### config.mk
export PLATFORM = sky130hd
export DESIGN_NAME = alu_sequencer
export DESIGN_NICKNAME = d
export VERILOG_FILES = /design/src/rtl/alu_sequencer.sv
export SDC_FILE = /design/constraint.sdc
export NUM_CORES = 1
export LEC_CHECK = 0
export ABC_AREA = 1
export CORE_AREA = 2 2 412 414
export CTS_BUF_LIST = sky130_fd_sc_hd__clkbuf_2
export DETAILED_ROUTE_END_ITERATION = 10
export DIE_AREA = 0 0 414 416
export GPL_TIMING_DRIVEN = 0
export PLACE_DENSITY_LB_ADDON = 0.08
export SYNTH_ARGS = -nofsm -noshare
export SYNTH_HDL_FRONTEND = slang
export SYNTH_SLANG_ARGS = --single-unit
### constraint.sdc
create_clock -name clk -period 1.7 [get_ports clk]
set_clock_uncertainty 0.15 [all_clocks]
set_input_delay 0.255 -clock clk [delete_from_list [all_inputs] [get_ports clk]]
set_output_delay 0.255 -clock clk [all_outputs]
set_load 0.01 [all_outputs]
### src/rtl/alu_sequencer.sv
// Command sequencer for the matrix ALU: fetches operands, runs the ALU, writes the result back.
// Build option ALU_TIMEOUT_EN aborts EXEC after TIMEOUT_CYCLES cycles without alu_done.
module alu_sequencer #(
  parameter int AW             = 8,
  parameter int TIMEOUT_CYCLES = 1024
) (
  input  logic          clk,
  input  logic          rst,
  input  logic          instr_valid,
  output logic          instr_ready,
  input  logic [3:0]    instr_opcode,
  input  logic [AW-1:0] instr_addr_a,
  input  logic [AW-1:0] instr_addr_b,
  input  logic [AW-1:0] instr_addr_r,
  input  logic [7:0]    instr_scalar,
  output logic [AW-1:0] mem_addr,
  output logic          mem_rd,
  output logic          mem_wr,
  output logic [199:0]  mem_wdata,
  input  logic [199:0]  mem_rdata,
  output logic [3:0]    alu_opcode,
  output logic [7:0]    alu_scalar,
  output logic [199:0]  alu_matriz_a,
  output logic [199:0]  alu_matriz_b,
  output logic          alu_start,
  input  logic [199:0]  alu_result,
  input  logic          alu_done,
  output logic          busy,
  output logic          cmd_done,
  output logic          cmd_error,
  output logic [1:0]    error_code
);

  // state | meaning
  // IDLE  | waiting for a command, instr_ready high
  // RD_A  | read strobe for matrix A
  // RD_B  | capture A, read strobe for matrix B (binary ops)
  // CAP_B | capture B (binary) or A (unary)
  // EXEC  | alu_start held until alu_done (or timeout)
  // WR    | single write of the result register
  // FIN   | cmd_done pulse, back to IDLE
  localparam logic [2:0] S_IDLE  = 3'd0;
  localparam logic [2:0] S_RD_A  = 3'd1;
  localparam logic [2:0] S_RD_B  = 3'd2;
  localparam logic [2:0] S_CAP_B = 3'd3;
  localparam logic [2:0] S_EXEC  = 3'd4;
  localparam logic [2:0] S_WR    = 3'd5;
  localparam logic [2:0] S_FIN   = 3'd6;

  logic [2:0]    state;
  logic [3:0]    opcode_q;
  logic [7:0]    scalar_q;
  logic [AW-1:0] addr_a_q;
  logic [AW-1:0] addr_b_q;
  logic [AW-1:0] addr_r_q;
  logic [199:0]  mat_a_q;
  logic [199:0]  mat_b_q;
  logic [199:0]  result_q;
  logic [1:0]    err_q;
  logic          exec_first;
  logic          op_legal;
  logic          op_binary;
  logic          tmo_hit;

  assign op_legal  = (instr_opcode >= 4'd3) && (instr_opcode <= 4'd12);
  assign op_binary = (opcode_q <= 4'd5);

`ifdef ALU_TIMEOUT_EN
  // down-counter loaded on entry to EXEC; terminal count ends the wait
  logic [15:0] tmo_cnt;
  assign tmo_hit = (tmo_cnt == 16'd0);

  always_ff @(posedge clk) begin
    if (rst) begin
      tmo_cnt <= '0;
    end else if (state == S_CAP_B) begin
      tmo_cnt <= 16'(TIMEOUT_CYCLES - 1);
    end else if (state == S_EXEC && !tmo_hit) begin
      tmo_cnt <= tmo_cnt - 16'd1;
    end
  end
`else
  assign tmo_hit = 1'b0;
`endif

  always_ff @(posedge clk) begin
    if (rst) begin
      state      <= S_IDLE;
      opcode_q   <= '0;
      scalar_q   <= '0;
      addr_a_q   <= '0;
      addr_b_q   <= '0;
      addr_r_q   <= '0;
      mat_a_q    <= '0;
      mat_b_q    <= '0;
      result_q   <= '0;
      err_q      <= '0;
      exec_first <= 1'b0;
    end else begin
      case (state)
        S_IDLE: begin
          if (instr_valid) begin
            opcode_q <= instr_opcode;
            scalar_q <= instr_scalar;
            addr_a_q <= instr_addr_a;
            addr_b_q <= instr_addr_b;
            addr_r_q <= instr_addr_r;
            mat_b_q  <= '0;
            if (op_legal) begin
              err_q <= 2'b00;
              state <= S_RD_A;
            end else begin
              err_q <= 2'b01;
              state <= S_FIN;
            end
          end
        end
        S_RD_A:  state <= op_binary ? S_RD_B : S_CAP_B;
        S_RD_B: begin
          mat_a_q <= mem_rdata;
          state   <= S_CAP_B;
        end
        S_CAP_B: begin
          if (op_binary) mat_b_q <= mem_rdata;
          else           mat_a_q <= mem_rdata;
          exec_first <= 1'b1;
          state      <= S_EXEC;
        end
        S_EXEC: begin
          exec_first <= 1'b0;
          // a done in the same cycle as the timeout still wins
          if (!exec_first && alu_done) begin
            result_q <= alu_result;
            state    <= S_WR;
          end else if (tmo_hit) begin
            err_q <= 2'b10;
            state <= S_FIN;
          end
        end
        S_WR:    state <= S_FIN;
        S_FIN:   state <= S_IDLE;
        default: state <= S_IDLE;
      endcase
    end
  end

  always_comb begin
    mem_rd    = 1'b0;
    mem_wr    = 1'b0;
    mem_addr  = '0;
    alu_start = 1'b0;
    case (state)
      S_RD_A: begin
        mem_rd   = 1'b1;
        mem_addr = addr_a_q;
      end
      S_RD_B: begin
        mem_rd   = 1'b1;
        mem_addr = addr_b_q;
      end
      S_EXEC:  alu_start = 1'b1;
      S_WR: begin
        mem_wr   = 1'b1;
        mem_addr = addr_r_q;
      end
      default: ;
    endcase
  end

  assign mem_wdata    = result_q;
  assign alu_opcode   = opcode_q;
  assign alu_scalar   = scalar_q;
  assign alu_matriz_a = mat_a_q;
  assign alu_matriz_b = mat_b_q;
  assign instr_ready  = (state == S_IDLE);
  assign busy         = (state != S_IDLE);
  assign cmd_done     = (state == S_FIN);
  assign cmd_error    = (state == S_FIN) && (err_q != 2'b00);
  assign error_code   = err_q;

endmodule

Word level (Yosys, flattened, before mapping) --
Cells that the tools add are included.
Word-level totals: bits in registers 642, bits of input ports 440, output and inout port bits 629, word-level logic and storage cells 56
Cells by class: magnitude comparators 3, eq/ne operators 10, multiplexer cells 16, reductions and logical operators 16
Operators by type and width (number):
- 200-bit case mux with 2 select lines | 2
- 200-bit 2-to-1 mux | 3
- 8-bit case mux with 3 select lines | 1
- 3-bit case mux with 6 select lines | 1
- 3-bit equality test, second input constant | 3
- 3-bit 2-to-1 mux | 3
- 2-bit != test, second input constant | 4
- 2-bit AND reduction | 4
- 2-bit nonzero test | 4
- 3-bit by 2-bit equality test with 1-bit output, second input constant | 2
- 1-bit 2-to-1 mux | 5
- 4-bit by 2-bit >= comparator with 1-bit output, second input constant | 1
- 4-bit by 3-bit <= comparator with 1-bit output, second input constant | 1
- 4-bit <= comparator, second input constant | 1
- 3-bit by 1-bit equality test with 1-bit output, second input constant | 1
- 1-bit logical AND | 3
- 3-bit zero test | 1
- 3-bit AND reduction | 1
- 3-bit nonzero test | 1
- 1-bit case mux with 2 select lines | 1
- 2-bit OR reduction | 1
- 1-bit zero test | 1

Longest topological paths before layout --
Gate-level depths: netlist of the first run.
depth after elaboration 5, depth in mapped cells 10, depth with buffers taken out 8

Least setup slack after synthesis of the first run --
Ideal clock, no wire load.
path type flip-flop to flip-flop, from register state[0], to register result_q[0] (netlist: mem_wdata[0]), library setup time 0.116 ns, arrival time 1.353 ns, required time 1.434 ns, slack 0.082 ns, cell stages (with the launch flop) 10, path buffers 3, period minus slack after synthesis 1.618 ns, cells stage by stage dfxtp_1 > buf_2 > nor2_4 > nand2_1 > inv_1 > nand2_1 > buf_2 > clkbuf_1 > o21ai_0 > nor2_1
Between the ends: word-level cells in the longest chain between the ends 2
Ends and longest elaborated chain:
- start: declaration | RTL line 50 | logic [2:0] state;
- start signal: assignment | RTL line 118 | S_RD_A: state <= op_binary ? S_RD_B : S_CAP_B;
- 3-bit equality test | RTL line 100 | case (state)
- 2-bit AND reduction (no source line)
- end signal: assignment | RTL line 133 | result_q <= alu_result;
- end: declaration | RTL line 58 | logic [199:0] result_q;
Every way passes these cells. A chain may end at the register's enable or synchronous reset.

Worst setup path after layout of the first run --
from register state[2], to output mem_addr[4]
Between the ends: word-level cells in the longest chain between the ends 2, elaborated cells between the ends (all ways) 4, classes of those cells eq/ne: 3; mux: 1
Ends and longest elaborated chain:
- 3-bit equality test, or another cell as far along | RTL line 152 | case (state)
- 8-bit case mux with 3 select lines * | RTL line 152
- end: declaration | RTL line 16 | output logic [AW-1:0] mem_addr,
Every way passes the cells marked *; elsewhere a longest branch is shown, timed or not.

==> results of run 1 <==
[metrics by stage]
step	instance area (um2)	power [uW]
floorplan	23900	33000
global placement	37300	49400
detailed placement	37300	49300
CTS	54300	68900
global route	55800	76100
finish	55800	70900
[per-layer routing]
layer	GRT usage	share of wire	vias to the layer above	wire length (um)
li1	-	-	15780	-
met1	0.204	0.39	14800	65500
met2	0.334	0.50	972	84800
met3	0.0665	0.073	284	12400
met4	0.0810	0.040	12	6800
met5	0	0.00038	-	64
[cell usage after synthesis, drive strengths merged]
master	count
nor3	2
buf	128
nor2	774
o21ai	420
inv	230
dfxtp	641
o221ai	8
clkbuf	134
conb	1
nand2	335
clkinv	1
nand4	118
a21oi	359
nand3	24
nand3b	1
[power by group through the flow]
stage               clock [uW]  combinational (uW)  sequential, uW
global placement             0               28300           21100
finish                   13300               35300           22400
floorplan                    0               10700           22300
global route             15000               38300           22800
CTS                      14300               32300           22300
detailed placement           0               28200           21100
[worst min-delay path: stages]
cell,delay [ns]
sky130_fd_sc_hd__clkbuf_1,0.12
sky130_fd_sc_hd__dlygate4sd3_1,0.69
sky130_fd_sc_hd__clkinv_1,0.20
sky130_fd_sc_hd__clkbuf_1,0.54
sky130_fd_sc_hd__nand3_1,0.14
sky130_fd_sc_hd__nor2_1,0.09
[cell usage in the layout (no fill, tap or decap), types with 118 or more instances in the layout]
master and n:
sky130_fd_sc_hd__dlygate4sd3_1 1309, sky130_fd_sc_hd__nor2_1 769, sky130_fd_sc_hd__clkbuf_2 314, sky130_fd_sc_hd__nand2_1 327
sky130_fd_sc_hd__clkdlybuf4s50_1 438, sky130_fd_sc_hd__a21oi_1 354, sky130_fd_sc_hd__nand4_1 118, sky130_fd_sc_hd__inv_1 225
sky130_fd_sc_hd__buf_6 643, sky130_fd_sc_hd__dfxtp_2 589, sky130_fd_sc_hd__o21ai_0 399
[kinds of logic (layout without fill, tap and decap cells)]
group,count (synthesis),after routing,share of synthesized area
AND/OR/NAND/NOR,1254,1255,0.212
AO/OA/AOI/OAI,787,787,0.166
flip-flops,641,641,0.538
buffers and inverters,493,3296,0.0842
other,1,17,0.000157
[sequential cells by signal, indices dropped and copies added, names as in the netlist]
name	count
alu_matriz_a	200
alu_matriz_b	200
mem_wdata	200
addr_a_q	8
addr_b_q	8
addr_r_q	8
alu_scalar	8
alu_opcode	4
state	3
error_code	1
exec_first	1
[cell type report]
cell class | count | area, um2
multi-input cells | 2043 | 9270
inverters | 231 | 890
fillers | 18304 | 112000
flip-flops and latches | 641 | 13700
diodes | 16 | 40.0
plain buffers | 261 | 1700
repair buffers | 2465 | 25600
clock inverters | 36 | 268
well taps | 2218 | 2780
clock buffers | 303 | 1520
[repair_timing]
action / 4_1_cts / 5_1_grt
gates cloned: 1 / 14
setup endpoints to repair: 1269 / 1269
pin swaps: 4 / 18
resized for setup: 4291 / 311
endpoints found under the hold margin: 641 / 0
setup buffers: 34 / 43
hold buffers: 1309 / 0
[worst paths after layout]
check / startpoint / end / slack (ns) / depth (start not counted)
worst min register to register: addr_r_q[2]$_SDFFE_PP0P_ / addr_r_q[2]$_SDFFE_PP0P_ / 0.31 / 2
worst min-delay path: rst / state[0]$_SDFFE_PP0P_ / 0.27 / 6
worst max register to register: state[1]$_SDFFE_PP0P_ / mem_wdata[7]$_SDFFE_PP0P_ / -0.76 / 9
worst max-delay path: state[2]$_SDFFE_PP0P_ / mem_addr[4] / -1.47 / 5
==> results.sh, run 1 <==
export IMPL_floorplan_die_width_um=414
export IMPL_final_critical_path_setup_slack_ns=-1.47
export IMPL_final_min_clock_period_ns=3.17
export IMPL_static_leakage_power_uw=0.0235
export IMPL_violations="negative setup slack"
export IMPL_ranking_of_synthesized_cells_by_area="sky130_fd_sc_hd__dfxtp_1, sky130_fd_sc_hd__nor2_1, sky130_fd_sc_hd__o21ai_0, sky130_fd_sc_hd__a21oi_1, sky130_fd_sc_hd__nand2_1"
export IMPL_design_final_nets=6290
export IMPL_dieArea_mm2=0.172
export IMPL_syn_mean_instance_area_um2=7.51
export IMPL_slew_viol_final=0
export IMPL_p_per_area_mw_per_mm2=1270
export IMPL_report_final_hold_viol_count=0
export IMPL_crit_family="buffers and inverters"
export IMPL_crit_path_max_fanout=5
export IMPL_start_kind="flop"
export IMPL_tritoncts="built"
export IMPL_swShare=0.413
export IMPL_post_synth_top_area_fraction=0.538
export IMPL_worst_slew_pin_slew_ns=1.24
export IMPL_postRouteAntennaNets=0
export IMPL_clkLatencyLatePin_ns=1.65
export IMPL_synth_sequential_area_ratio=0.538
export IMPL_design_core_area_mm2=0.168
export IMPL_rsz0062_at_grt="yes"
export IMPL_area_growth_synth_to_final_pct=134
export IMPL_achievable_frequency_mhz=315
export IMPL_first_pass_grt_wire_length_um=237000
export IMPL_path_cells="inv_8 -> nand3_4 -> clkbuf_16 -> o221ai_2 -> buf_2"
export IMPL_p_int_uw=41600
export IMPL_crit_type="flop to primary output"
export IMPL_crit_path_top_delay_cell="sky130_fd_sc_hd__dfxtp_4"
export IMPL_floorplan_die_height_um=416
export IMPL_yosys_cell_types_count=21
export IMPL_cts_buffers_inserted=207
export IMPL_status="finished with violations"
export IMPL_num_rows=151
export IMPL_critical_path_required_ns=1.29
export IMPL_p_seq_frac=0.315
export IMPL_grt_start_max_net_pins=17
export IMPL_combinationalPowerShare=0.497
export IMPL_postRouteWirelength_um=170000
export IMPL_yosys_warnings=0
export IMPL_layout_core_utilization=0.332
export IMPL_netlist_instances=3176
export IMPL_net_switching_power_uw=29300
export IMPL_place_worst_setup_slack_ns=-1.49
export IMPL_gr_usage_all_layers=0.189
export IMPL_synth_seq_cells=641
export IMPL_worst_ep_arrival_time_ns=2.77
export IMPL_clk_path_buf_depth=3
export IMPL_wl_per_cell_um=20.6
export IMPL_drtPass1Iterations=5
export IMPL_critPathCaptureType="primary output"
export IMPL_timing_hold_ws_ns=0.272
export IMPL_clk_pin_slew_ns=0.10
export IMPL_first_iter_violations=1242
export IMPL_pwr_share_clk=0.187
export IMPL_vias=31848
export IMPL_route_detailed_drc=0
export IMPL_placed_cells=6460
export IMPL_slew_headroom=0.173
export IMPL_route_detailed_vias_per_inst=3.88
export IMPL_post_layout_nonfiller_instances=8214
export IMPL_cts_root_buf="sky130_fd_sc_hd__clkbuf_2"
export IMPL_num_io_pins=1069
export IMPL_synth_fp_nets=3616
export IMPL_antenna_found_initial=21
export IMPL_floorplan_initialDensity=0.142
export IMPL_clkSinkCount=641
export IMPL_overflow=0
export IMPL_post_route_cells_drive_above_1_share=0.306
export IMPL_critical_path_max_stage_delay_ns=0.39
export IMPL_portBuffers=1066
export IMPL_power_ir_vdd_worst_v=0.000654
export IMPL_routabilityCongestion=0.815
export IMPL_crit_buf_inv=3
export IMPL_min_period_over_period=1.87
export IMPL_final_setup_tns_ns=-803.00
export IMPL_netlist_area_mm2=0.0239
export IMPL_place_detailed_hpwl_um=125000
export IMPL_timing_final_setup_violations=1269
export IMPL_ctsHtreeMaxLevel=4
export IMPL_maxCapViolCount=0
export IMPL_netlist_top_cell_by_area="sky130_fd_sc_hd__dfxtp_1"
export IMPL_worstHoldPathType="input port to flop"
export IMPL_grt_pass1_vias=33186
Power figures use the tool's default switching activity.
==> run 2, diff against run 1 <==
- HOLD_SLACK_MARGIN: default -> 0.02
- PLACE_DENSITY: default -> 0.46
- PLACE_DENSITY_LB_ADDON: 0.08 -> default
==> results.sh, run 2 (synthesis gave the netlist of run 1 again) <==
export IMPL_post_route_cells_drive_above_1_share=0.302
export IMPL_p_per_area_mw_per_mm2=1260
export IMPL_floorplan_die_width_um=414
export IMPL_grt_start_max_net_pins=19
export IMPL_power_uw=70000
export IMPL_final_min_clock_period_ns=3.24
export IMPL_finalInstanceArea_mm2=0.0556
export IMPL_first_pass_grt_wire_length_um=245000
export IMPL_clk_path_buf_depth=3
export IMPL_route_detailed_drc=0
export IMPL_sequential_cell_area_mm2=0.0137
export IMPL_multi_input_combinational_cell_area_mm2=0.00926
export IMPL_route_detailed_vias_per_inst=4.07
export IMPL_clkLatencyLatePin_ns=1.70
export IMPL_critical_path_max_stage_delay_ns=0.40
export IMPL_floorplan_die_height_um=416
export IMPL_first_iter_violations=1822
export IMPL_slew_viol_final=0
export IMPL_tritoncts="built"
export IMPL_achievable_frequency_mhz=308
export IMPL_area_growth_synth_to_final_pct=133
export IMPL_worst_slew_pin_slew_ns=1.43
export IMPL_post_layout_nonfiller_instances=8238
export IMPL_ctsHtreeMaxLevel=4
export IMPL_clk_pin_slew_ns=0.09
export IMPL_routabilityCongestion=0.893
export IMPL_overflow=0
export IMPL_critPathCaptureType="primary output"
export IMPL_crit_family="buffers and inverters"
export IMPL_path_cells="inv_6 -> nand3_4 -> clkbuf_16 -> o221ai_4 -> buf_6"
export IMPL_final_critical_path_setup_slack_ns=-1.54
export IMPL_area_of_placed_instances_mm2=0.0373
export IMPL_layout_common_cells="sky130_fd_sc_hd__dlygate4sd3_1, sky130_fd_sc_hd__nor2_1, sky130_fd_sc_hd__buf_6"
export IMPL_min_period_over_period=1.91
export IMPL_cts_buffers_inserted=195
export IMPL_static_leakage_power_uw=0.0235
export IMPL_floorplan_initialDensity=0.142
export IMPL_maxCapViolCount=0
export IMPL_crit_type="flop to primary output"
export IMPL_critical_path_required_ns=1.29
export IMPL_status="finished with violations"
export IMPL_placed_cells=6461
export IMPL_postRouteWirelength_um=174000
export IMPL_power_ir_vdd_worst_v=0.000718
export IMPL_timing_final_setup_violations=1268
export IMPL_slew_headroom=0.0486
export IMPL_rsz0062_at_grt="yes"
export IMPL_design_core_area_mm2=0.168
export IMPL_final_common_cell="sky130_fd_sc_hd__dlygate4sd3_1"
export IMPL_num_rows=151
export IMPL_gr_usage_all_layers=0.195
export IMPL_postRouteAntennaNets=0
export IMPL_start_kind="flop"
export IMPL_portBuffers=1066
export IMPL_crit_path_top_delay_cell="sky130_fd_sc_hd__dfxtp_4"
export IMPL_crit_buf_inv=3
export IMPL_wl_per_cell_um=21.2
export IMPL_grt_pass1_vias=35023
export IMPL_worst_ep_arrival_time_ns=2.84
export IMPL_drtPass1Iterations=8
export IMPL_num_io_pins=1069
export IMPL_vias=33558
export IMPL_place_worst_setup_slack_ns=-1.87
export IMPL_crit_path_max_fanout=6
export IMPL_final_setup_tns_ns=-895.07
export IMPL_cts_root_buf="sky130_fd_sc_hd__clkbuf_2"
export IMPL_worstHoldPathType="input port to flop"
export IMPL_violations="negative setup slack"
export IMPL_design_final_nets=6307
export IMPL_nFillCells=17435
export IMPL_antenna_found_initial=35
export IMPL_dieArea_mm2=0.172
export IMPL_clkSinkCount=641
export IMPL_report_final_hold_viol_count=0
export IMPL_place_detailed_hpwl_um=125000
==> run 2: cell count changes in the layout (fill, tap and decap cells not counted), sizes merged, moves of 3 or more <==
cell / delta
buf: +24
clkbuf: -33
clkinv: +18
diode: +6
dlygate4sd3: +10
inv: +3
==> run 2: worst paths after layout <==
check	startpoint	end	slack, ns	depth (start not counted)
worst max-delay path	state[2]$_SDFFE_PP0P_	mem_addr[2]	-1.54	5
worst min-delay path	rst	alu_matriz_b[153]$_SDFFE_PP0P_	0.30	5
worst max register to register	state[1]$_SDFFE_PP0P_	alu_matriz_b[134]$_SDFFE_PP0P_	-0.97	9
worst min register to register	addr_a_q[6]$_SDFFE_PP0P_	addr_a_q[6]$_SDFFE_PP0P_	0.32	2
==> run 2: report_power, final <==
part	leakage (uW)	switching [uW]	internal (uW)
Clock	0.00131	7920	4850
Sequential	0.00551	2860	19600
Combinational	0.0167	18800	16000
==> run 2: area by class of cell <==
cell class              instances  area share
clock buffers                 275      0.0248
repair buffers               2493       0.462
multi-input cells            2043       0.166
inverters                     231      0.0160
flip-flops and latches        641       0.246
plain buffers                 262      0.0275
clock inverters                53     0.00664
well taps                    2218      0.0499
diodes                         22    0.000990
==> run 2: worst register-to-register path, delay by kind of cell, from the launching register on <==
kind            cells  cell delay [ns]
flops               1             0.39
buf+inv             5             1.42
compound gates      1             0.17
simple gates        3             0.47
==> run 2: what timing repair did <==
action | 4_1_cts | 5_1_grt
cloned | 2 | 4
hold buffers | 1319 | 0
gates resized for setup | 4278 | 123
endpoints found under the hold margin | 641 | 0
setup buffers | 39 | 64
setup endpoints to repair | 1265 | 1269
pin swaps | 3 | 6
==> run 2: per-stage QoR <==
stage,hold WS [ns],util
4_1_cts,0.0209,0.325
5_1_grt,0.130,0.331
3_3_place_gp,0.291,0.222
3_5_place_dp,0.298,0.222
2_1_floorplan,0.240,-
6_report,0.299,0.331
==> run 2: routing by layer <==
metal  vias up  wire length, um  share of wire  global-route usage
li1      15793                -              -                   -
met1     15890            61800           0.35               0.193
met2      1356            85300           0.49               0.341
met3       517            14400          0.082              0.0714
met4         2            12800          0.074               0.131
met5         -               13       0.000075                   0
